### config.mk
export PLATFORM = sky130hd
export DESIGN_NAME = regfile_sb
export DESIGN_NICKNAME = d
export VERILOG_FILES = /design/src/rtl/regfile_sb.sv
export SDC_FILE = /design/constraint.sdc
export NUM_CORES = 2
export LEC_CHECK = 0
export CORE_ASPECT_RATIO = 1.4
export CORE_MARGIN = 1.5
export CORE_UTILIZATION = 60
export DETAILED_ROUTE_END_ITERATION = 6
export PLACE_DENSITY = 0.74
export RECOVER_POWER = 25
export SLEW_MARGIN = 25
export SYNTH_ARGS = -nofsm -noshare
export SYNTH_HDL_FRONTEND = slang
export SYNTH_SLANG_ARGS = --single-unit
### constraint.sdc
create_clock -name clk -period 4.3 [get_ports clk]
set_clock_uncertainty 0.2 [all_clocks]
set_input_delay 0.86 -clock clk [delete_from_list [all_inputs] [get_ports clk]]
set_output_delay 0.86 -clock clk [all_outputs]
set_load 0.02 [all_outputs]
### src/rtl/regfile_sb.sv
// Parametrised register file with per-register pending scoreboard and a sequenced bulk-clear engine.
// Optional write-to-read forwarding is enabled by defining REGFILE_BYPASS_EN.
module regfile_sb #(
  parameter int XLEN  = 32,
  parameter int NREGS = 32,
  localparam int AW   = $clog2(NREGS)
) (
  input  logic            clk,
  input  logic            reset_n,
  input  logic [AW-1:0]   rs1_addr,
  input  logic [AW-1:0]   rs2_addr,
  output logic [XLEN-1:0] rs1_data,
  output logic [XLEN-1:0] rs2_data,
  output logic            rs1_ready,
  output logic            rs2_ready,
  input  logic            wr_en,
  input  logic [AW-1:0]   wr_addr,
  input  logic [XLEN-1:0] wr_data,
  input  logic            issue_en,
  input  logic [AW-1:0]   issue_rd,
  input  logic            clr_req,
  output logic            clr_busy
);

  typedef enum logic {IDLE, CLEAR} state_t;

  state_t             r_state;
  state_t             w_stateNext;
  logic [AW-1:0]      r_cnt;
  logic [XLEN-1:0]    r_mem [NREGS];
  logic [NREGS-1:0]   r_pending;
  logic               w_idle;
  logic               w_wrOk;
  logic               w_issueOk;
  logic               w_lastClr;

  assign w_idle    = (r_state == IDLE);
  assign w_wrOk    = w_idle && wr_en && (wr_addr != '0);
  assign w_issueOk = w_idle && issue_en && (issue_rd != '0);
  assign w_lastClr = (r_cnt == AW'(NREGS - 1));

  always_ff @(posedge clk or negedge reset_n) begin
    if (!reset_n) r_state <= IDLE;
    else          r_state <= w_stateNext;
  end

  always_comb begin
    w_stateNext = r_state;
    case (r_state)
      IDLE:    if (clr_req) w_stateNext = CLEAR;
      CLEAR:   if (w_lastClr) w_stateNext = IDLE;
      default: w_stateNext = IDLE;
    endcase
  end

  always_comb begin
    clr_busy = (r_state == CLEAR);
  end

  // Counter walks 1..NREGS-1; x0 is never stored so the sweep skips it.
  always_ff @(posedge clk or negedge reset_n) begin
    if (!reset_n) begin
      r_cnt <= '0;
    end else if (w_idle) begin
      if (clr_req) r_cnt <= AW'(1);
    end else if (w_lastClr) begin
      r_cnt <= '0;
    end else begin
      r_cnt <= r_cnt + AW'(1);
    end
  end

  always_ff @(posedge clk or negedge reset_n) begin
    if (!reset_n) begin
      for (int i = 0; i < NREGS; i++) r_mem[i] <= '0;
    end else if (!w_idle) begin
      r_mem[r_cnt] <= '0;
    end else if (w_wrOk) begin
      r_mem[wr_addr] <= wr_data;
    end
  end

  // Issue is applied after writeback so a same-cycle pair leaves the new producer pending.
  always_ff @(posedge clk or negedge reset_n) begin
    if (!reset_n) begin
      r_pending <= '0;
    end else if (w_idle && clr_req) begin
      r_pending <= '0;
    end else begin
      if (w_wrOk)    r_pending[wr_addr]  <= 1'b0;
      if (w_issueOk) r_pending[issue_rd] <= 1'b1;
    end
  end

  always_comb begin
    rs1_data  = r_mem[rs1_addr];
    rs2_data  = r_mem[rs2_addr];
    rs1_ready = !r_pending[rs1_addr] && !clr_busy;
    rs2_ready = !r_pending[rs2_addr] && !clr_busy;
`ifdef REGFILE_BYPASS_EN
    if (w_wrOk && (wr_addr == rs1_addr)) begin
      rs1_data  = wr_data;
      rs1_ready = (issue_en && (issue_rd == wr_addr)) ? !r_pending[rs1_addr] : 1'b1;
    end
    if (w_wrOk && (wr_addr == rs2_addr)) begin
      rs2_data  = wr_data;
      rs2_ready = (issue_en && (issue_rd == wr_addr)) ? !r_pending[rs2_addr] : 1'b1;
    end
`endif
    if (rs1_addr == '0) begin
      rs1_data  = '0;
      rs1_ready = 1'b1;
    end
    if (rs2_addr == '0) begin
      rs2_data  = '0;
      rs2_ready = 1'b1;
    end
  end

endmodule

Word-level counts from Yosys, hierarchy flattened
Index checks and enable logic that the tools add are counted.

Register bits: 1062. Output and inout bits: 67. Bits of input ports: 57. Word-level logic and storage cells: 114. Latch bits: 0. Memory bits (read-only): 0. Memories kept: 0. RAM bits: 0.

Div/mod/pow operators: 0. Equality and inequality tests: 1. Add/sub/neg operators: 1. Shift-type cells: 0. Reduce and logical (&&, ||, !) cells: 20. Bitwise operators: 10. $mul: 0. $lt $le $gt $ge: 12. Multiplexer cells: 35.

Operators with widths (number): $mux 1024 (2); $and 1024x1024->1024 (1); $bwmux 1024 (1); $not 1024->1024 (1); $mux 32 (12); $bmux 32 s5 (2); $demux 32 s5 (2); $and 32x32->32 (1); $not 32->32 (1); $or 32x32->32 (1); $ge 6x6->1 const B (4); $lt 5x6->1 const B (4); $not 5->6 (4); $mux 5 (3); $lt 6x1->1 const B (2); $logic_and 1x1->1 (11); $bmux 1 s5 (2); $demux 1 s5 (2); $ge 5x1->1 const B (2); $logic_not 5->1 (2); $reduce_bool 5->1 (2); $mux 1 (8); $add 5x1->5 const B (1); $eq 5x5->1 const B (1); 4 further kinds (7).

Depth between registers and ports, before layout
Depth after elaboration: 11. Depth in mapped cells: 8.

Worst setup path after synthesis
Ideal clock, no wire load.

Kind: input to output. Start: input port rs1_addr[1]. End: output port rs1_data[0]. Arrival: 2641 ps. Stages: 7. Path slack: 599 ps. Cells stage by stage: buf_2 > buf_2 > clkbuf_1 > mux4_2 > mux4_2 > nand2_1 > o21ai_1.

Word-level cells in the longest chain between the ends: 5. Elaborated cells on any way between the ends: 6. Those cells by class: mux (4); bitwise (1); reduce/logical (1).

RTL lines: start: declaration (line 10) `input logic [AW-1:0] rs1_addr,`; $not 5->6 (not written as such) (line 96) `rs1_data = r_mem[rs1_addr];`; $bmux 32 s5 (line 96); $mux 32 (not written as such) (2 in a row) (line 96); $mux 32 * (line 110) `if (rs1_addr == '0) begin`; end: declaration (line 12) `output logic [XLEN-1:0] rs1_data,`.

Every way passes the cells marked *; elsewhere a longest branch is shown, timed or not. The select of a mux whose other input is x is not followed.

Worst setup path in the final report
Start: input port rs2_addr[1]. End: output port rs2_data[23].

Word-level cells in the longest chain between the ends: 5. Elaborated cells on any way between the ends: 6. Those cells by class: mux (4); bitwise (1); reduce/logical (1).

RTL lines: start: declaration (line 11) `input logic [AW-1:0] rs2_addr,`; $not 5->6 (not written as such) (line 97) `rs2_data = r_mem[rs2_addr];`; $bmux 32 s5 (line 97); $mux 32 (not written as such) (2 in a row) (line 97); $mux 32 * (line 114) `if (rs2_addr == '0) begin`; end: declaration (line 13) `output logic [XLEN-1:0] rs2_data,`.

Marked as above.

==> reports/metrics.cfg <==
[critical_path]
rr_worst_depth = 5
crit_path_max_incr_delay_ns = 0.52
criticalPathCategory = primary input to primary output
r2r_end = r_mem[742]
ff2ff_setup_slack_ns = 1.16
worst_ep_required_time_ns = 3.24
path_cells = buf_8 > buf_12 > buf_4 > mux4_2 > mux4_2 > clkinv_1 > o21ai_1 > buf_4
cp_slowest_cell = mux4_2
cp.buffers_inverters = 5
worstSetupPathDepth = 8
crit_family = buffers and inverters
critPathMaxFanout = 29
cp-end-kind = primary output
crit_path_start_kind = primary input
r2r_start = clr_busy
critPathArrivalTime_ns = 3.25

[run]
cap_violations = 2

[routing]
via_per_inst = 8.36
drt_iter0_drc = 6211
ant_nets = 0
drc_errors = 0
postRouteWirelength_um = 202000
wl_per_cell_um = 40.1
first_pass_iters = 5
num_vias = 42100

[synthesis]
synth_most_common_cell = dfrtp_1
yosys_most_used_dff = dfrtp_1
yosys.area.top_type = dfrtp_1
synthTopCellsByArea = dfrtp_1, mux4_2, a22o_1
syn_inst = 3679
ys_seq_elements = 1062
synthArstFlopShare_pct = 100
netlist_area_um2 = 54900
synthesis.nets = 3741
netlist_top_cells_count = dfrtp_1, a22o_1, mux4_2
synth_edf_count = 0
ys_types = 44
synthDominantCellAreaShare_pct = 48.4
ys_warn_count = 0
synth.avg_cell_area_um2 = 14.9
synth_seq_area_share_pct = 48.4

[die]
ioPinCount = 124
num_rows = 131
start_util_pct = 60.4
die_area_um2 = 93300
die_y_um = 361
fp.dieW_um = 259
core_area_um2 = 90800

[sta]
setup_ws_ns = -0.0135
setup_violations = 1
holdWs_ns = 0.312
slew_violations = 130
layout_min_cycle_time_ns = 4.31
timing.setup.tns_ns = -0.0135
relSlewSlack_pct = -77.8
fmax_ghz = 0.232
tightest_slew_ns = 2.67
hold_viol = 0
period_share_pct = 100

[clocking]
cts_tree = yes
path_clk_slew_ns = 0.06
clock_path_buffers = 3
clkSinkCount = 1062
clock-root-buffer = clkbuf_16
cts_buffers = 101
postCtsHoldBufs = 0
htree_levels = 3
clock_latency_ns = 0.73

[cells_and_area]
area_growth_pct = 15.1
final_nets = 3811
seq_area_um2 = 26600
multiInputGateArea_um2 = 26300
drive_above_1_share_pct = 32.3
stdcell_count = 5033
nFillCells = 5886

[worst_hold_path]
holdPathEnd = r_mem[1014]
whs_path_depth = 1
worstHoldStart = r_mem[1014]
hold_class = register to register

[outcome]
status = finished with violations
violations = capacitance limit, slew limit, setup timing

[power]
power.leakage_nw = 28.1
ir_worst_vdd_mv = 0.466
power_density_nw_per_um2 = 474

[grt]
antenna_found_initial = 7
grt_start_max_net_pins = 118
gr-total-overflow = 0
grt_use_total_pct = 44.0
grt_pass1_wl_um = 297000
grt_pass1_vias = 43900

[placed_design]
dp.cells = 4826
globalplace.congestion = 0.934
place_hpwl_um = 119000
preCtsSetupSlack_ns = -0.112
io_buffers = 123

worst reg2reg max path: stages, from the launching register on:
cell	delay, ns
dfrtp_1	0.58
or4b_1	0.57
nor3_4	0.10
a21oi_4	0.85
buf_4	0.54
a22o_1	0.21
flip-flops by register name, summed over array words and instances (netlist names):
name	flops
r_mem	1024
r_pending	32
r_cnt	5
clr_busy	1
metal layers:
layer	wire [µm]	track usage [%]	vias up	share of wire, %
li1	-	-	15100	-
met1	65700	55.5	21700	33
met2	89300	62.9	4213	44
met3	30200	16.7	1126	15
met4	16300	30.8	4	8.1
met5	51	0.314	-	0.025
power breakdown:
group          switching, W  total [W]  internal [W]
combinational       0.00356    0.00701       0.00344
sequential          0.00139     0.0129        0.0115
clock               0.00412     0.0100       0.00593
cell usage in the layout (no fill, tap or decap), types with 23 or more instances in the layout:
cell             count
clkdlybuf4s50_1     34
mux4_2             652
nand2_1             94
nor2_1              23
dlymetal6s2s_1      24
dlygate4sd2_1       27
a22o_1             992
buf_2               27
o21ai_1             64
buf_12              90
a21oi_4             31
dfrtp_1           1062
clkbuf_1            23
clkbuf_16          105
and2_1              33
inv_1               66
buf_4              198
through the flow:
stage / util [%] / total power (W) / cell area (µm²)
after global routing: 69.6 / 0.0307 / 63200
after detailed placement: 65.3 / 0.0198 / 59300
after floorplan: - / 0.0168 / 54900
final: 69.6 / 0.0300 / 63200
after global placement: 65.4 / 0.0194 / 59400
after CTS: 69.4 / 0.0297 / 63000
cell type report:
class                      count  share of cell area [%]
sequential                  1062                    42.1
multi-input combinational   2063                    41.6
timing repair buffer         435                    7.56
clock buffer                 134                    4.58
tap                         1197                    2.37
clock inverter                48                    1.25
inverter                      86                   0.523
antenna                        8                  0.0317
what timing repair did:
action,CTS,global route
buffers inserted,0,13
pin swaps,0,1
gates cloned,2,2
gates resized for setup,36,35
endpoints found under the setup margin,43,37
logic make-up after synthesis:
logic type / synth area share, %
xor+xnor: 0.0319
compound gates: 17.5
flops: 48.4
buf+inv: 4.68
mux: 27.0
simple gates: 2.29
fa+ha+maj: 0.114
how the worst max path moves through the flow:
| stage | start | end |
|---|---|---|
| global route | rs1_addr[1] | rs1_data[4] |
| global placement | rs1_addr[3] | rs1_data[8] |
| finish | rs2_addr[1] | rs2_data[23] |
| detailed placement | rs1_addr[3] | rs1_data[8] |
| CTS | rs1_addr[0] | rs1_data[16] |
| floorplan | rs1_addr[1] | rs1_data[0] |
Note: power is estimated with default switching activity, not from simulation.
